`src/rtl/rc6_encrypt_core.sv`:
```
// rc6_encrypt_core: iterative RC6-32/20/16 block encryptor.
// One round per cycle; round keys come from an external combinational ROM.
module rc6_encrypt_core #(
  parameter int ROUNDS = 20
) (
  input  logic         clk,
  input  logic         rst,
  input  logic         in_valid,
  output logic         in_ready,
  input  logic [127:0] in_data,
  output logic         out_valid,
  input  logic         out_ready,
  output logic [127:0] out_data,
  output logic [4:0]   key_addr,
  input  logic [63:0]  key_q
);

  typedef enum logic [2:0] {
    S_IDLE  = 3'd0,
    S_PRE   = 3'd1,
    S_ROUND = 3'd2,
    S_POST  = 3'd3,
    S_DONE  = 3'd4
  } state_e;

  localparam logic [4:0] LAST_R = 5'(ROUNDS);
  localparam logic [4:0] POST_A = 5'(ROUNDS + 1);

  state_e state_q, state_d;

  logic [31:0]  a_q, b_q, c_q, d_q;
  logic [31:0]  a_d, b_d, c_d, d_d;
  logic [4:0]   r_q, r_d;
  logic [127:0] out_q, out_d;

  logic [31:0] s_even, s_odd;
  logic [31:0] t_w, u_w;
  logic [31:0] a_rnd, c_rnd;

  function automatic logic [31:0] rotl32(
    input logic [31:0] x,
    input logic [4:0]  s
  );
    logic [63:0] w;
    w = {x, x} << s;
    return w[63:32];
  endfunction

  // x*(2x+1) mod 2^32; 2x+1 is just x shifted with a forced low bit
  function automatic logic [31:0] quad32(
    input logic [31:0] x
  );
    logic [31:0] p;
    p = x * {x[30:0], 1'b1};
    return p;
  endfunction

  assign s_even = key_q[63:32];
  assign s_odd  = key_q[31:0];

  assign t_w   = rotl32(quad32(b_q), 5'd5);
  assign u_w   = rotl32(quad32(d_q), 5'd5);
  assign a_rnd = rotl32(a_q ^ t_w, u_w[4:0]) + s_even;
  assign c_rnd = rotl32(c_q ^ u_w, t_w[4:0]) + s_odd;

  always_ff @(posedge clk) begin
    if (rst) begin
      state_q <= S_IDLE;
    end else begin
      state_q <= state_d;
    end
  end

  always_comb begin
    state_d = state_q;
    unique case (state_q)
      S_IDLE: begin
        if (in_valid) state_d = S_PRE;
      end
      S_PRE: begin
        state_d = S_ROUND;
      end
      S_ROUND: begin
        if (r_q == LAST_R) state_d = S_POST;
      end
      S_POST: begin
        state_d = S_DONE;
      end
      S_DONE: begin
        if (out_ready) state_d = S_IDLE;
      end
      default: begin
        state_d = S_IDLE;
      end
    endcase
  end

  always_comb begin
    in_ready  = 1'b0;
    out_valid = 1'b0;
    key_addr  = 5'd0;
    unique case (state_q)
      S_IDLE:  in_ready  = 1'b1;
      S_ROUND: key_addr  = r_q;
      S_POST:  key_addr  = POST_A;
      S_DONE:  out_valid = 1'b1;
      default: ;
    endcase
  end

  assign out_data = out_q;

  // Round step writes (A,B,C,D) <- (B, C', D, A')
  always_comb begin
    a_d   = a_q;
    b_d   = b_q;
    c_d   = c_q;
    d_d   = d_q;
    r_d   = r_q;
    out_d = out_q;
    unique case (state_q)
      S_IDLE: begin
        if (in_valid) begin
          a_d = in_data[127:96];
          b_d = in_data[95:64];
          c_d = in_data[63:32];
          d_d = in_data[31:0];
        end
      end
      S_PRE: begin
        b_d = b_q + s_even;
        d_d = d_q + s_odd;
        r_d = 5'd1;
      end
      S_ROUND: begin
        a_d = b_q;
        b_d = c_rnd;
        c_d = d_q;
        d_d = a_rnd;
        if (r_q != LAST_R) r_d = r_q + 5'd1;
      end
      S_POST: begin
        a_d   = a_q + s_even;
        c_d   = c_q + s_odd;
        out_d = {a_d, b_q, c_d, d_q};
      end
      default: ;
    endcase
  end

  always_ff @(posedge clk) begin
    if (rst) begin
      a_q   <= '0;
      b_q   <= '0;
      c_q   <= '0;
      d_q   <= '0;
      r_q   <= '0;
      out_q <= '0;
    end else begin
      a_q   <= a_d;
      b_q   <= b_d;
      c_q   <= c_d;
      d_q   <= d_d;
      r_q   <= r_d;
      out_q <= out_d;
    end
  end

endmodule

```
`config.mk`:
```
export PLATFORM = sky130hd
export DESIGN_NAME = rc6_encrypt_core
export DESIGN_NICKNAME = d
export VERILOG_FILES = /design/src/rtl/rc6_encrypt_core.sv
export SDC_FILE = /design/constraint.sdc
export NUM_CORES = 2
export LEC_CHECK = 0
export ABC_AREA = 1
export BUFFER_PORTS_ARGS = -buffer_cell sky130_fd_sc_hd__buf_4
export CAP_MARGIN = 10
export CORE_MARGIN = 4
export CORE_UTILIZATION = 30
export DETAILED_ROUTE_END_ITERATION = 10
export GPL_ROUTABILITY_DRIVEN = 0
export PLACE_DENSITY = 0.54
export SLEW_MARGIN = 20
export SYNTH_ARGS = -nofsm -noshare
export SYNTH_HDL_FRONTEND = slang
export SYNTH_SLANG_ARGS = --single-unit
```
`constraint.sdc`:
```
create_clock -name clk -period 12.6 [get_ports clk]
set_input_delay 1.26 -clock clk [delete_from_list [all_inputs] [get_ports clk]]
set_output_delay 1.26 -clock clk [all_outputs]
set_load 0.1 [all_outputs]
```
* Yosys cells after proc, flatten, opt, wreduce, memory -nomap -nowiden *
Index checks and enable logic that the tools add are counted.

operators by class
  $add $sub $neg = 7
  multipliers = 2
  equal/unequal tests = 10
  shift operators = 2
  muxes and demuxes = 17
  bitwise operators = 2
  reduce and logical (&&, ||, !) cells = 8

operators with widths
  cell                                            count
  case mux 32 bit (3 select lines)                4
  adder 32 bit                                    6
  2-to-1 mux 32 bit                               4
  left shift 64 x 5 -> 64 bit                     2
  multiplier 32 x 32 -> 32 bit                    2
  bitwise XOR 32 bit                              2
  case mux 5 bit (2 select lines)                 2
  case mux 3 bit (5 select lines)                 1
  2-to-1 mux 3 bit                                3
  inequality test 2 bit (second input constant)   4
  == test 3 x 2 -> 1 bit (second input constant)  2
  AND reduction 2 bit                             3
  nonzero test 3 bit                              2
  adder 5 x 1 -> 5 bit (second input constant)    1
  == test 5 bit (second input constant)           1
  2-to-1 mux 5 bit                                1
  inequality test 5 bit (second input constant)   1
  == test 3 x 1 -> 1 bit (second input constant)  1
  == test 3 bit (second input constant)           1
  logical NOT 3 bit                               1
  AND reduction 3 bit                             1
  2-to-1 mux 1 bit                                2
  nonzero test 2 bit                              1

storage, ports and cells
  register bits after elaboration = 264
  input port bits = 196
  output and inout bits = 135
  word-level logic and storage cells = 55

* Longest topological paths before layout *
  depth in word-level cells = 5
  depth in mapped cells = 68
  gate-level depth less buffers = 66

* Worst setup path before layout *
OpenSTA, ideal clock, no wires.

  kind = register -> register
  from = register b_q[3]
  to = register b_q[24]
  setup time = 109 ps
  arrival = 9800 ps
  data required time = 12491 ps
  slack = 2690 ps
  cell stages (with the launch flop) = 59
  buffers on the path = 4
  period minus slack after synthesis = 9910 ps
  cell sequence = dfxtp_1 -> clkbuf_1 -> buf_1 -> nand2_1 -> fa_1 -> fa_1 -> inv_1 -> fa_1 -> inv_1 -> fa_1 -> inv_1 -> fa_1 -> inv_1 -> fa_1 -> inv_1 -> fa_1 -> fa_1 -> ha_1 -> [... 23 more ...] -> nand2_1 -> nand2_1 -> a31oi_1 -> nor2_1 -> nand2_1 -> nand2_1 -> nand2_1 -> nand2_1 -> inv_1 -> o21ai_0 -> nand3_1 -> nand2_1 -> a21oi_1 -> or2_2 -> nand3_1 -> nand3_1 -> nand2_1 -> inv_1

between the ends
  longest elaborated chain between the ends = 4
  elaborated cells between the ends (all ways) = 5
  those cells by class = 2 x add/sub; 1 x mul; 1 x shift; 1 x mux

RTL lines
  element                             RTL line  text
  start, declared                     31        logic [31:0] a_q, b_q, c_q, d_q;
  start signal, assigned              154       b_q <= '0;
  start signal, assigned              161       b_q <= b_d;
  multiplier 32 x 32 -> 32 bit        54        p = x * {x[30:0], 1'b1};
  left shift 64 x 5 -> 64 bit         45        w = {x, x} << s;
  adder 32 bit                        64        assign c_rnd = rotl32(c_q ^ u_w, t_w[4:0]) + s_odd;
  case mux 32 bit (3 select lines) *  121       unique case (state_q)

Mark *: on every way between the ends. The rest lies on a longest branch, timed or not.
A chain may end at the register's enable or synchronous reset.

* Final worst setup path *
  from = register d_q[17]
  to = register d_q[27]

between the ends
  longest elaborated chain between the ends = 4
  elaborated cells between the ends (all ways) = 5
  those cells by class = 2 x add/sub; 1 x mul; 1 x shift; 1 x mux

RTL lines
  element                             RTL line  text
  start, declared                     31
  start signal, assigned              156       d_q <= '0;
  start signal, assigned              163       d_q <= d_d;
  multiplier 32 x 32 -> 32 bit        54
  left shift 64 x 5 -> 64 bit         45
  adder 32 bit                        63        assign a_rnd = rotl32(a_q ^ t_w, u_w[4:0]) + s_even;
  case mux 32 bit (3 select lines) *  121

Marks and branches as above.

==> impl_metrics.ini <==
[critical_path]
end_kind = flop
worstSetupStartpointType = flop
cp_top_family = adder cells
crit_arrival_ns = 12.48
cp_max_fo = 34
slowest_stage = dfxtp_1
worst-path-buf-inv = 7
cpMostUsedCell = nand2_1
max_stage_delay_ns = 0.90
required_ns = 13.18
path_class = reg2reg

[synth]
syn_inst = 7180
synth_edf_count = 0
postSynthAreaPerCell_um2 = 7.27
ys_seq_elements = 264
synth_nets = 8578
ys_warn_count = 0
ys_async_sr_fraction_pct = 0
ys_types = 67
synth_area_um2 = 52200
synth_flop_cell = dfxtp_1
ys_seq_area_share_pct = 10.1

[placement]
dp_cells = 9655
pre_cts_ws_ns = 0.699
dpl.hpwl_mm = 181
io_buffers = 330

[floorplan]
die_w_um = 425
io-pin-count = 331
start_util_pct = 30.3
core_um2 = 172000
die_area_um2 = 181000
rows = 152
dieHeight_um = 425

[drt]
drt_wl_total_mm = 218
via_count = 49200
ant_nets = 0
firstDrtPassIters = 6
wl_per_cell_um = 22.4
viasPerCell = 5.06
drt_iter0_markers = 4109
drcViolationCount = 0

[global_routing]
grt_start_max_net_pins = 110
antenna_found_initial = 6
grt_use_met3_pct = 3.58
first_global_vias = 50300
globalRouteOverflowTotal = 0
use_met2_pct = 40.2
gr-usage-met1_pct = 28.6
grt_pass1_wl_mm = 322
grt-busiest-layer = met2
gr-usage-all-layers_pct = 23.8

[layout]
final_cell_mix = 1550 x nand2_1, 1453 x inv_1, 736 x fa_1
instances_no_fill = 9731
drive_above_1_share_pct = 9.48
layout.cells.most_common = nand2_1
layout.nets = 8785
syn_to_final_growth_pct = 12.5

[clock_tree]
clkTransAtPathRegs_ns = 0.07
cts_tree = done
root_buffer = clkbuf_16
cts_max_path_buffers = 3
cts.sinks = 264
h-tree-depth = 2
clock_latency_ns = 0.64
cts_inserted_buffers = 40
post-cts-setup-buffer-count = 0

[timing]
slew_headroom_pct = 29.3
fin_skew_ns = 0.0415
finalSetupViolations = 0
layout_min_cycle_time_ns = 11.90
min_period_over_period_pct = 94.5
final_max_slew_viol_count = 0
fin_ws_ns = 0.697
rsz0062_at_grt = no
fmax_ghz = 0.0840
max_slew.worst_pin.slew_ns = 1.05
hold_viol = 0
fin_tns_setup_ns = 0

[run]
max_cap_violations = 0

[worst_hold_path]
hold_class = reg2reg

[status]
outcome = complete, no violations
[worst reg2reg max path, delay by kind of cell (launching register included)]
family | cells | cell delay [ns]
flip-flops | 1 | 0.90
buffers and inverters | 7 | 1.23
adder cells (fa/ha/maj) | 10 | 4.88
AO/OA/AOI/OAI | 14 | 3.20
AND/OR/NAND/NOR | 13 | 1.67
[path summary, 6_finish.rpt]
check | start | endpoint | slack [ns] | cells past startpoint
max | d_q[17] | d_q[27] | 0.70 | 44
min reg2reg | out_data[116] | out_data[116] | 0.47 | 2
min | out_data[116] | out_data[116] | 0.47 | 2
max reg2reg | d_q[17] | d_q[27] | 0.70 | 44
[layout make-up]
type | instances | area [um^2]
Sequential cell | 264 | 5300
Inverter | 1474 | 5550
Fill cell | 18600 | 114000
Antenna cell | 3 | 7.51
Clock inverter | 21 | 221
Clock buffer | 52 | 1150
Timing Repair Buffer | 457 | 3440
Multi-Input combinational cell | 5150 | 40200
Tap cell | 2310 | 2890
[per-layer routing]
metal / routed length (um) / vias to the layer above
met5: 24 / -
met4: 16000 / 4
met3: 14700 / 479
met2: 102000 / 1886
met1: 84700 / 23800
li1: - / 23100
[cells by family after synthesis]
kind of cell | Yosys count | share of synthesized area, %
flip-flops | 264 | 10.1
adder cells (fa/ha/maj) | 1202 | 39.4
buffers and inverters | 1766 | 13.0
AO/OA/AOI/OAI | 1388 | 15.0
AND/OR/NAND/NOR | 2364 | 19.1
XOR/XNOR | 184 | 3.11
multiplexers | 12 | 0.230
[sequential cells by signal, indices dropped and copies added (netlist names)]
register	flops
out_data	128
a_q	32
b_q	32
c_q	32
d_q	32
r_q	5
state_q	3
[metrics by stage]
stage / area [um^2] / hold slack (ns) / util [%]
2_1_floorplan: 52200 / 0.453 / -
3_3_place_gp: 57400 / 0.456 / 33.3
3_5_place_dp: 57400 / 0.457 / 33.3
4_1_cts: 58700 / 0.468 / 34.1
5_1_grt: 58800 / 0.483 / 34.1
6_report: 58800 / 0.465 / 34.1
[timing repair]
action	CTS	global route
hold buffers	0	0
gates resized for setup	0	7
setup endpoints to repair	0	5
[cells in the mapped netlist (28+ instances only)]
cell type / number / area [um^2]
or2_2: 46 / 288
xor2_1: 117 / 1020
o21ai_0: 382 / 1910
nand4_1: 28 / 175
dfxtp_1: 264 / 5290
buf_1: 44 / 165
a31oi_1: 75 / 469
nand3_1: 381 / 1910
buf_2: 42 / 210
nor2_1: 220 / 826
nand2_1: 1551 / 5820
inv_1: 1456 / 5470
a21o_1: 29 / 218
a22oi_1: 45 / 338
ha_1: 466 / 5830
fa_1: 736 / 14700
xnor2_1: 65 / 569
clkbuf_1: 182 / 683
o21ai_1: 100 / 500
a21oi_1: 558 / 2790
o211ai_1: 66 / 495
Power is not shown: default switching activity piles up to over one toggle a cycle in this logic, so the estimate is an artifact.
